**src/rtl/ccg_bist_stim_misr_if.sv**
```systemverilog
// Bus between the BIST harness and one benchmark netlist plus its regression controller.
// The master modport is the harness side; the slave modport is the environment side.
interface ccg_bist_stim_misr_if #(
    parameter int N_IN  = 5,
    parameter int N_OUT = 14,
    parameter int SIG_W = 16
);
    logic             start;
    logic [N_IN-1:0]  x;
    logic [N_OUT-1:0] f;
    logic             busy;
    logic             done;
    logic [SIG_W-1:0] signature;
    logic             pass;

    modport master (
        input  start,
        input  f,
        output x,
        output busy,
        output done,
        output signature,
        output pass
    );

    modport slave (
        output start,
        output f,
        input  x,
        input  busy,
        input  done,
        input  signature,
        input  pass
    );
endinterface

```
**src/rtl/ccg_bist_stim_misr.sv**
```systemverilog
// Exhaustive pattern generator and MISR compactor for GCN_AIG combinational benchmarks.
// Optional golden-signature comparator is enabled by defining CCG_BIST_CMP_EN.
module ccg_bist_stim_misr #(
    parameter int               N_IN   = 5,
    parameter int               N_OUT  = 14,
    parameter int               SIG_W  = 16,
    parameter logic [SIG_W-1:0] POLY   = 16'h1021,
    parameter logic [SIG_W-1:0] GOLDEN = 16'h0000
) (
    input  logic                  clk,
    input  logic                  rst_n,
    ccg_bist_stim_misr_if.master  bus
);
    typedef enum logic [1:0] {
        IDLE = 2'd0,
        RUN  = 2'd1,
        DONE = 2'd2
    } state_t;

    state_t           state_r, state_s;
    logic [N_IN:0]    cnt_r, cnt_s, cnt_inc_s;
    logic [SIG_W-1:0] sig_r, sig_s, sig_upd_s;
    logic             busy_r, busy_s;
    logic             done_r, done_s;
    logic             last_s;
    logic             pass_r, pass_s;

    function automatic logic [SIG_W-1:0] misr_step(input logic [SIG_W-1:0] s,
                                                   input logic [N_OUT-1:0] d);
        logic [SIG_W-1:0] fb;
        logic [SIG_W-1:0] ext;
        fb  = s[SIG_W-1] ? POLY : {SIG_W{1'b0}};
        ext = {SIG_W{1'b0}};
        ext[N_OUT-1:0] = d;
        return {s[SIG_W-2:0], 1'b0} ^ fb ^ ext;
    endfunction

    // The extra counter bit flags the step past the final pattern, so x never wraps.
    assign cnt_inc_s = cnt_r + {{N_IN{1'b0}}, 1'b1};
    assign last_s    = cnt_inc_s[N_IN];
    assign sig_upd_s = misr_step(sig_r, bus.f);

    // Next-state, counter, MISR and status decode.
    always_comb begin
        state_s = state_r;
        cnt_s   = cnt_r;
        sig_s   = sig_r;
        busy_s  = 1'b0;
        done_s  = 1'b0;
        pass_s  = pass_r;
        case (state_r)
            IDLE: begin
                if (bus.start) begin
                    state_s = RUN;
                    cnt_s   = {(N_IN+1){1'b0}};
                    sig_s   = {SIG_W{1'b0}};
                    busy_s  = 1'b1;
                    pass_s  = 1'b0;
                end else begin
                    state_s = IDLE;
                end
            end
            RUN: begin
                sig_s = sig_upd_s;
                if (last_s) begin
                    state_s = DONE;
                    cnt_s   = {(N_IN+1){1'b0}};
                    done_s  = 1'b1;
`ifdef CCG_BIST_CMP_EN
                    pass_s  = (sig_upd_s == GOLDEN);
`endif
                end else begin
                    cnt_s  = cnt_inc_s;
                    busy_s = 1'b1;
                end
            end
            DONE: begin
                state_s = IDLE;
            end
            default: begin
                state_s = IDLE;
                cnt_s   = {(N_IN+1){1'b0}};
            end
        endcase
    end

    // State and datapath registers; reset discards any partial signature.
    always_ff @(posedge clk or negedge rst_n) begin
        if (!rst_n) begin
            state_r <= IDLE;
            cnt_r   <= {(N_IN+1){1'b0}};
            sig_r   <= {SIG_W{1'b0}};
            busy_r  <= 1'b0;
            done_r  <= 1'b0;
            pass_r  <= 1'b0;
        end else begin
            state_r <= state_s;
            cnt_r   <= cnt_s;
            sig_r   <= sig_s;
            busy_r  <= busy_s;
            done_r  <= done_s;
            pass_r  <= pass_s;
        end
    end

    assign bus.x         = cnt_r[N_IN-1:0];
    assign bus.busy      = busy_r;
    assign bus.done      = done_r;
    assign bus.signature = sig_r;
`ifdef CCG_BIST_CMP_EN
    assign bus.pass      = pass_r;
`else
    assign bus.pass      = 1'b0;
`endif

endmodule
```
**src/flat_wrapper.sv**
```systemverilog
// flat-port wrapper written by rule: the top's interface ports become plain ports
module ccg_bist_stim_misr_flat 
#(
    parameter int               N_IN   = 5,
    parameter int               N_OUT  = 14,
    parameter int               SIG_W  = 16,
    parameter logic [SIG_W-1:0] POLY   = 16'h1021,
    parameter logic [SIG_W-1:0] GOLDEN = 16'h0000
)
  (clk, rst_n, bus_start, bus_f, bus_x, bus_busy, bus_done, bus_signature, bus_pass);
  ccg_bist_stim_misr_if #(.N_IN(N_IN), .N_OUT(N_OUT), .SIG_W(SIG_W)) bus_i ();
  input  logic clk;
  input  logic rst_n;
  input wire logic [$bits(bus_i.start)-1:0] bus_start;
  input wire logic [$bits(bus_i.f)-1:0] bus_f;
  output wire logic [$bits(bus_i.x)-1:0] bus_x;
  output wire logic [$bits(bus_i.busy)-1:0] bus_busy;
  output wire logic [$bits(bus_i.done)-1:0] bus_done;
  output wire logic [$bits(bus_i.signature)-1:0] bus_signature;
  output wire logic [$bits(bus_i.pass)-1:0] bus_pass;
  assign bus_i.start = bus_start;
  assign bus_i.f = bus_f;
  assign bus_x = bus_i.x;
  assign bus_busy = bus_i.busy;
  assign bus_done = bus_i.done;
  assign bus_signature = bus_i.signature;
  assign bus_pass = bus_i.pass;
  ccg_bist_stim_misr #(.N_IN(N_IN), .N_OUT(N_OUT), .SIG_W(SIG_W), .POLY(POLY), .GOLDEN(GOLDEN)) u_core (.clk(clk), .rst_n(rst_n), .bus(bus_i));
endmodule
```
**config.mk**
```make
export PLATFORM = sky130hd
export DESIGN_NAME = ccg_bist_stim_misr_flat
export DESIGN_NICKNAME = d
export VERILOG_FILES = /design/src/rtl/ccg_bist_stim_misr_if.sv /design/src/rtl/ccg_bist_stim_misr.sv /design/src/flat_wrapper.sv
export SDC_FILE = /design/constraint.sdc
export NUM_CORES = 1
export LEC_CHECK = 0
export CORE_MARGIN = 8
export CORE_UTILIZATION = 48
export DETAILED_ROUTE_END_ITERATION = 10
export GPL_TIMING_DRIVEN = 0
export MAX_ROUTING_LAYER = met4
export PLACE_DENSITY = 0.84
export SYNTH_ARGS = -nofsm -noshare
export SYNTH_HDL_FRONTEND = slang
export SYNTH_SLANG_ARGS = --single-unit
```
**constraint.sdc**
```tcl
create_clock -name clk -period 2.1 [get_ports clk]
set_input_delay 0.42 -clock clk [delete_from_list [all_inputs] [get_ports clk]]
set_output_delay 0.42 -clock clk [all_outputs]
set_load 0.05 [all_outputs]
```
==> results.yml <==
clock_tree:
  clock_tree.buffer_depth: 2
  ctsRootBufferMaster: "clkbuf_4"
  cts_htree_levels: 1
  path_clk_slew_ps: 130
  cts-hold-fix-buffers: 0
  insertion_delay_ps: 310
  cts_sinks: 25
  cts_tree: "built"
  cts-resized-gates: 0
  cts_inserted_buffers: 3
  post_cts_buffers: 0
detailed_routing:
  drt_iter0_drc: 36
  drc_errors: 0
  vias: 916
  viasPerCell: 5.23
  wl_per_cell_um: 15.7
  routed_wl_um: 2750
  dr.pass1.iters: 4
  detail-route-antenna-nets: 0
floorplan:
  fp.dieH_um: 66.3
  dieArea_um2: 4390
  io_pins: 41
  start_util_pct: 49.9
  fp-row-count: 18
  core_area_um2: 2430
  die_w_um: 66.3
power_and_ir_drop:
  vdd_drop_max_v: 0.00121
  p_per_area_nw_per_um2: 1850
  power_leakage_nw: 0.681
synth:
  yosysTopAreaCell: "dfrtp_1"
  yosysWarnings: 0
  yosysSeqAreaShare_pct: 51.5
  synth_nets: 120
  syn-mean-instance-area_um2: 11.9
  synth.distinct_cells: 31
  synth_cells: 102
  syn-cell-area_um2: 1210
  ys_top_cells_by_area: "dfrtp_1 (52%), xnor2_1 (12%), o21ai_2 (5.8%)"
  synth_top_area_share_pct: 51.5
  synth-seq-cells: 25
timing:
  fin_crit_ps: 2010
  worst_slew_pin_slew_ps: 1090
  fmax_mhz: 499
  finalCritPeriodShare_pct: 95.5
  max-slew-margin-rel_pct: 27.4
  final.setup.tns_ps: 0
  finalHoldViolations: 0
  skew_ps: 3.91
  rsz0062_at_grt: "no"
  setup_viol: 0
  drv_slew: 0
setup_path:
  critPathLaunchType: "register"
  worstPathMaxFanout: 6
  path_buf_inv: 1
  critical-path-top-delay-family: "buffers and inverters"
  cp.arrival_ps: 1590
  critical-path-max-stage-delay_ps: 830
  endpoint_kind: "output pin"
  crit_type: "reg2out"
  slowest_stage: "clkdlybuf4s50_1"
  path_cells: "clkdlybuf4s50_1"
  critPathRequiredTime_ps: 1680
cells_and_area:
  design_area_um2: 1670
  drive_gt1_share_pct: 20.7
  num_antenna_cells: 0
  area_growth_pct: 37.7
  layout_common_cells: "clkdlybuf4s50_1 (38), dfrtp_1 (25), xnor2_1 (16)"
  layout_commonest_cell: "clkdlybuf4s50_1"
  nets: 164
worst_hold_path:
  hold_class: "reg2reg"
place:
  numPortBuffers: 39
  dpl_cell_area_um2: 1640
  gp_congestion: 0.832
  hpwl_um: 2120
run:
  cap_violations: 0
global_route:
  grt_pass1_vias: 1001
  grt_first_pass_wirelength_um: 4500
  grt-ovfl-total: 0
  grt_max_degree: 26
  globalRouteTotalUtil_pct: 13.0
  antenna_found_initial: 0
run_status:
  status: "completed"
-- power by group --
part	total, mW	leakage (nW)	switching [mW]	internal [mW]
logic	1.93	0.369	1.18	0.747
clock network	0.207	0.0177	0.136	0.0711
registers	0.950	0.295	0.242	0.709
-- synthesized netlist by cell type, drive strengths merged --
| master | n |
|---|---|
| and2 | 2 |
| a32o | 1 |
| inv | 1 |
| o22ai | 1 |
| nor3b | 1 |
| buf | 4 |
| nor4bb | 1 |
| xor2 | 1 |
| a21oi | 2 |
| o31ai | 2 |
| or2b | 1 |
| conb | 1 |
| ha | 1 |
| o21ai | 14 |
| nand2b | 2 |
| xnor2 | 16 |
| and3 | 3 |
| a22o | 3 |
| a32oi | 1 |
| nand3 | 1 |
| nand2 | 15 |
| o21bai | 1 |
| a31oi | 1 |
| and2b | 1 |
| dfrtp | 25 |
-- stage by stage --
stage          instances  utilization [%]  power [mW]  worst slack (ps)  hold WS [ps]
4_1_cts              175             68.6        3.11              29.1           547
3_3_place_gp         171             67.5        2.85               304           502
3_5_place_dp         171             67.5        2.90               360           512
2_1_floorplan        102                -        2.27               667           124
6_report             175             68.7        3.08              94.9           541
5_1_grt              175             68.7        3.26              16.8           567
-- routing by layer --
metal | up-vias | part of all wire, % | GRT usage (%)
met3 | 2 | 6.1 | 3.39
li1 | 437 | - | -
met4 | 0 | 0.73 | 2.40
met2 | 29 | 49 | 22.2
met1 | 448 | 44 | 15.1
met5 | - | 0 | -
-- cell families after synthesis --
| group | synth area share [%] |
|---|---|
| AOI/OAI and AO/OA | 17.4 |
| xor gates and xnor gates | 12.3 |
| adders and majority gates | 1.03 |
| buffers and inverters | 3.40 |
| DFF | 51.5 |
| other | 0.309 |
| and+or+nand+nor | 14.0 |
-- flip-flops by register name (all words and copies together) (netlist names) --
name / count
u_core.bus.busy: 1
u_core.bus.done: 1
u_core.bus.signature: 16
u_core.cnt_r: 5
u_core.state_r: 2
-- area by class of cell --
cell class | count | area, µm²
Fill cell | 209 | 761
Sequential cell | 25 | 626
Multi-Input combinational cell | 72 | 547
Timing Repair Buffer | 39 | 393
Buffer | 4 | 37.5
Tap cell | 30 | 37.5
Clock buffer | 3 | 22.5
Clock inverter | 1 | 5.00
Inverter | 1 | 3.75
-- path summary, 6_finish.rpt --
kind	endpoint	cells after the start	from	slack (ps)
setup reg to reg	u_core.cnt_r[4]	4	u_core.cnt_r[0]	790
hold / removal	u_core.bus.signature[13]	2	u_core.bus.signature[13]	540
setup / recovery	bus_x[2]	1	u_core.cnt_r[2]	90
hold reg to reg	u_core.bus.signature[13]	2	u_core.bus.signature[13]	540
max in group asynchronous	u_core.state_r[1]	1	rst_n	770
min in group asynchronous	u_core.bus.signature[15]	1	rst_n	680
No activity file was read; power rests on OpenSTA's default activity.
